$ cat src/rtl/state_seq_ctrl.sv
// Sequencing controller that steps a 3-bit state {a,b,c} through an external next-state datapath.
// Optional self-loop stall detection in RUN is enabled by defining SEQ_CTRL_STALL_DETECT_EN.
module state_seq_ctrl #(
    parameter int          CNT_W     = 8,
    parameter logic [2:0]  RST_STATE = 3'b001
) (
    input  logic             clk,
    input  logic             reset,
    input  logic             cmd_valid,
    output logic             cmd_ready,
    input  logic [1:0]       cmd_op,
    input  logic [CNT_W-1:0] cmd_arg,
    input  logic             halt,
    input  logic [2:0]       ns_in,
    input  logic             y_in,
    output logic             a,
    output logic             b,
    output logic             c,
    output logic             busy,
    output logic             done,
    output logic [CNT_W-1:0] y_cnt,
    output logic             stall
);

    typedef enum logic [1:0] {
        S_IDLE,
        S_STEP,
        S_RUN,
        S_DONE
    } state_e;

    localparam logic [1:0] OP_NOP  = 2'b00;
    localparam logic [1:0] OP_STEP = 2'b01;
    localparam logic [1:0] OP_RUN  = 2'b10;
    localparam logic [1:0] OP_LOAD = 2'b11;

    state_e           state_q, state_d;
    logic [2:0]       abc_q, abc_d;
    logic [CNT_W-1:0] rem_q, rem_d;
    logic [CNT_W-1:0] ycnt_q, ycnt_d;
    logic             advance;

    always_ff @(posedge clk) begin
        if (reset) begin
            state_q <= S_IDLE;
            abc_q   <= RST_STATE;
            rem_q   <= '0;
            ycnt_q  <= '0;
        end else begin
            state_q <= state_d;
            abc_q   <= abc_d;
            rem_q   <= rem_d;
            ycnt_q  <= ycnt_d;
        end
    end

`ifdef SEQ_CTRL_STALL_DETECT_EN
    logic stall_q, stall_d;

    always_ff @(posedge clk) begin
        if (reset) begin
            stall_q <= 1'b0;
        end else begin
            stall_q <= stall_d;
        end
    end

    assign stall = stall_q;
`else
    assign stall = 1'b0;
`endif

    always_comb begin
        state_d = state_q;
        abc_d   = abc_q;
        rem_d   = rem_q;
        ycnt_d  = ycnt_q;
        advance = 1'b0;
`ifdef SEQ_CTRL_STALL_DETECT_EN
        stall_d = stall_q;
`endif

        unique case (state_q)
            S_IDLE: begin
                if (cmd_valid) begin
                    unique case (cmd_op)
                        OP_NOP: begin
                            state_d = S_IDLE;
                        end
                        OP_STEP: begin
                            state_d = S_STEP;
                        end
                        OP_RUN: begin
                            ycnt_d = '0;
`ifdef SEQ_CTRL_STALL_DETECT_EN
                            stall_d = 1'b0;
`endif
                            if (cmd_arg == '0) begin
                                state_d = S_DONE;
                            end else begin
                                rem_d   = cmd_arg;
                                state_d = S_RUN;
                            end
                        end
                        OP_LOAD: begin
                            abc_d   = cmd_arg[2:0];
                            state_d = S_DONE;
                        end
                        default: begin
                            state_d = S_IDLE;
                        end
                    endcase
                end
            end
            S_STEP: begin
                advance = 1'b1;
                state_d = S_DONE;
            end
            S_RUN: begin
                if (halt) begin
                    rem_d   = '0;
                    state_d = S_DONE;
                end else begin
                    advance = 1'b1;
                    rem_d   = rem_q - CNT_W'(1);
                    if (rem_q == CNT_W'(1)) begin
                        state_d = S_DONE;
                    end
`ifdef SEQ_CTRL_STALL_DETECT_EN
                    // A self-loop would spin uselessly; take the advance, flag it and finish.
                    if (ns_in == abc_q) begin
                        stall_d = 1'b1;
                        rem_d   = '0;
                        state_d = S_DONE;
                    end
`endif
                end
            end
            S_DONE: begin
                state_d = S_IDLE;
            end
            default: begin
                state_d = S_IDLE;
            end
        endcase

        if (advance) begin
            abc_d = ns_in;
            if (y_in && (ycnt_q != '1)) begin
                ycnt_d = ycnt_q + CNT_W'(1);
            end
        end
    end

    assign a         = abc_q[2];
    assign b         = abc_q[1];
    assign c         = abc_q[0];
    assign y_cnt     = ycnt_q;
    assign cmd_ready = (state_q == S_IDLE);
    assign busy      = (state_q == S_STEP) || (state_q == S_RUN);
    assign done      = (state_q == S_DONE);

endmodule

$ cat config.mk
export PLATFORM = sky130hd
export DESIGN_NAME = state_seq_ctrl
export DESIGN_NICKNAME = d
export VERILOG_FILES = /design/src/rtl/state_seq_ctrl.sv
export SDC_FILE = /design/constraint.sdc
export NUM_CORES = 1
export LEC_CHECK = 0
export ABC_AREA = 1
export CAP_MARGIN = 20
export CORE_UTILIZATION = 45
export DETAILED_ROUTE_END_ITERATION = 8
export PLACE_DENSITY = 0.72
export SLEW_MARGIN = 40
export SYNTH_ARGS = -nofsm -noshare
export SYNTH_HDL_FRONTEND = slang
export SYNTH_SLANG_ARGS = --single-unit
$ cat constraint.sdc
create_clock -name clk -period 2.3 [get_ports clk]
set_clock_uncertainty 0.15 [all_clocks]
set_input_delay 0.23 -clock clk [delete_from_list [all_inputs] [get_ports clk]]
set_output_delay 0.23 -clock clk [all_outputs]
set_load 0.03 [all_outputs]
==> flow_metrics.env <==
export IMPL_p_sw_share_pct=46.2
export IMPL_htree_levels=1
export IMPL_synth_cell_type_count=27
export IMPL_whs_ns=0.329
export IMPL_wire_per_inst_um=11.3
export IMPL_netlist_area_um2=1500
export IMPL_reg2reg_depth=9
export IMPL_power_total_mw=1.52
export IMPL_drc=0
export IMPL_crit_type="reg -> out"
export IMPL_startpoint_type="flop"
export IMPL_outcome="complete, no violations"
export IMPL_worstPathMaxFanout=5
export IMPL_vias_per_cell=4.87
export IMPL_first_global_vias=1370
export IMPL_pwr_share_seq_pct=32.2
export IMPL_hold_viol=0
export IMPL_p_comb_share_pct=55.6
export IMPL_grt_usage_pct=22.4
export IMPL_cp_arrival_ns=1.74
export IMPL_final_common_cell="nand2_1"
export IMPL_n_antenna_cell=0
export IMPL_synth_nets=263
export IMPL_ys_ff_latch=21
export IMPL_io_buffers=31
export IMPL_antenna_found_initial=0
export IMPL_regToRegEndpoint="y_cnt[2]"
export IMPL_preCtsSetupSlack_ns=0.406
export IMPL_dp_hpwl_mm=2.76
export IMPL_cp_end_kind="primary output"
export IMPL_clock_fmax_mhz=472
export IMPL_post_route_util_pct=60.9
export IMPL_num_vias=1539
export IMPL_area_growth_pct=26.1
export IMPL_setup_slack_ns=0.182
export IMPL_cts_max_path_buffers=2
export IMPL_r2r_start="state_q[0]"
export IMPL_top_layer_used="met4"
export IMPL_cts_inserted_buffers=3
export IMPL_root_buffer="clkbuf_4"
export IMPL_route_met2_wl_mm=1.61
export IMPL_row_count=20
export IMPL_dieArea_um2=3570
export IMPL_gr_total_overflow=0
export IMPL_dr_wl_met3_um=181
export IMPL_nNetsFinal=299
export IMPL_cts_tree="done"
export IMPL_setup_viol=0
export IMPL_drv_slew=0
export IMPL_rsz0062_at_grt="false"
export IMPL_clkPwrFrac_pct=12.3
export IMPL_routed_wl_mm=3.57
export IMPL_drv_cap=0
export IMPL_yosysWarnings=0
export IMPL_ant_nets=0
export IMPL_clk_latency_ns=0.31
export IMPL_rrSetupSlack_ns=0.46
export IMPL_io_pin_count=33
export IMPL_start_util_pct=48.3
export IMPL_path_clk_slew_ns=0.12
export IMPL_layout_drive_gt1_share_pct=8.46
export IMPL_layout_min_cycle_time_ns=2.12
export IMPL_peakVddDrop_uv=793
export IMPL_p_int_mw=0.817
export IMPL_die_w_um=59.7
export IMPL_layout_common_cells="61 x nand2_1, 37 x nor2_1, 31 x inv_1"
export IMPL_grt_max_degree=14
export IMPL_drtIter0Drc=77
export IMPL_fin_setup_tns_ns=0
export IMPL_die_h_um=59.7
export IMPL_drt_met1_wl_mm=1.77
export IMPL_hold_class="reg -> reg"
export IMPL_core_area_um2=3100
export IMPL_avgSynthCellArea_um2=6.32
export IMPL_p_sw_mw=0.701
export IMPL_powerDensity_nw_per_um2=803
export IMPL_grt_pass1_wl_mm=5.98
export IMPL_worst_ep_required_time_ns=1.92
export IMPL_min_path_cells=2
export IMPL_cts_sinks=21
export IMPL_firstDrtPassIters=4
export IMPL_place_congestion=0.865
export IMPL_worstHoldStart="abc_q[1]"
export IMPL_seq_area_frac_synth_pct=28.0
export IMPL_syn_inst=237
export IMPL_whs_endpoint="abc_q[1]"
export IMPL_post_route_period_util_pct=92.1
export IMPL_leakage_nw=0.849
[final cells by class]
cell class | count | area (µm²)
flip-flops and latches | 21 | 420
inverters | 33 | 124
well taps | 44 | 55.1
repair buffers | 33 | 328
clock inverters | 1 | 5.00
multi-input cells | 181 | 936
clock buffers | 3 | 22.5
fillers | 312 | 1210
[metrics by stage]
| stage | std cells | instance area, µm² |
|---|---|---|
| global placement | 312 | 1860 |
| CTS | 316 | 1890 |
| detailed placement | 312 | 1860 |
| finish | 316 | 1890 |
| global route | 316 | 1890 |
| floorplan | 237 | 1500 |
[layer usage]
metal  global-route usage [%]  vias to the layer above
met5                        0                        -
met3                     4.76                        2
li1                         -                      829
met4                     5.32                        0
met2                     36.7                       38
met1                     30.0                      670
[power by group through the flow]
stage	registers (mW)	clock network, mW	logic [mW]
finish	0.488	0.187	0.843
global route	0.495	0.209	0.952
CTS	0.487	0.198	0.848
detailed placement	0.495	0	0.843
global placement	0.493	0	0.843
floorplan	0.527	0	0.583
[flip-flops by register name, indices dropped and copies added, names as in the netlist]
name     count
abc_q        3
rem_q        8
y_cnt        8
state_q      2
[worst max path at each step]
stage          startpoint         to  slack (ns)
4_1_cts        state_q[0]       busy        0.03
2_1_floorplan  state_q[1]   y_cnt[0]        0.53
3_5_place_dp   state_q[0]       busy        0.41
5_1_grt        state_q[0]  cmd_ready        0.09
3_3_place_gp   state_q[1]       busy        0.42
6_report       state_q[0]  cmd_ready        0.18
[cell families after synthesis]
family	after synthesis	share of synthesized area, %
AO/OA/AOI/OAI	28	10.8
flip-flops	21	28.0
XOR/XNOR	1	0.584
AND/OR/NAND/NOR	143	44.2
other	1	0.250
adder cells (fa/ha/maj)	8	6.68
buffers and inverters	35	9.52
[critical path, stage by stage (launching register included)]
cell and delay (ns):
dfxtp_1 0.35, inv_1 0.12, ha_1 0.26, clkdlybuf4s50_1 0.70
[cell usage after synthesis]
cell type	number	area [µm²]
nor2_2	2	12.5
nor3_1	2	10.0
and3_1	1	6.26
xor2_1	1	8.76
nand3_2	2	20.0
nor2_4	2	22.5
buf_6	1	11.3
nand4_1	7	43.8
nor2_1	37	139
a21oi_1	10	50.1
o21bai_1	3	22.5
dfxtp_1	21	420
or2_4	1	8.76
nand2_4	2	22.5
buf_4	1	7.51
o22ai_1	2	12.5
o21ai_0	9	45.0
conb_1	1	3.75
o21ai_4	1	16.3
nand2_2	4	25.0
ha_1	8	100
nand2_1	61	229
nand3_1	21	105
o21ai_1	3	15.0
nand3_4	1	17.5
inv_2	2	7.51
inv_1	31	116
[what timing repair did]
item                                    CTS  global route
hold buffers                              0             0
gates resized for setup                   0             1
endpoints found under the hold margin     0             0
endpoints found under the setup margin    0             1
buffers inserted                          0             0
Power figures use the tool's default switching activity.
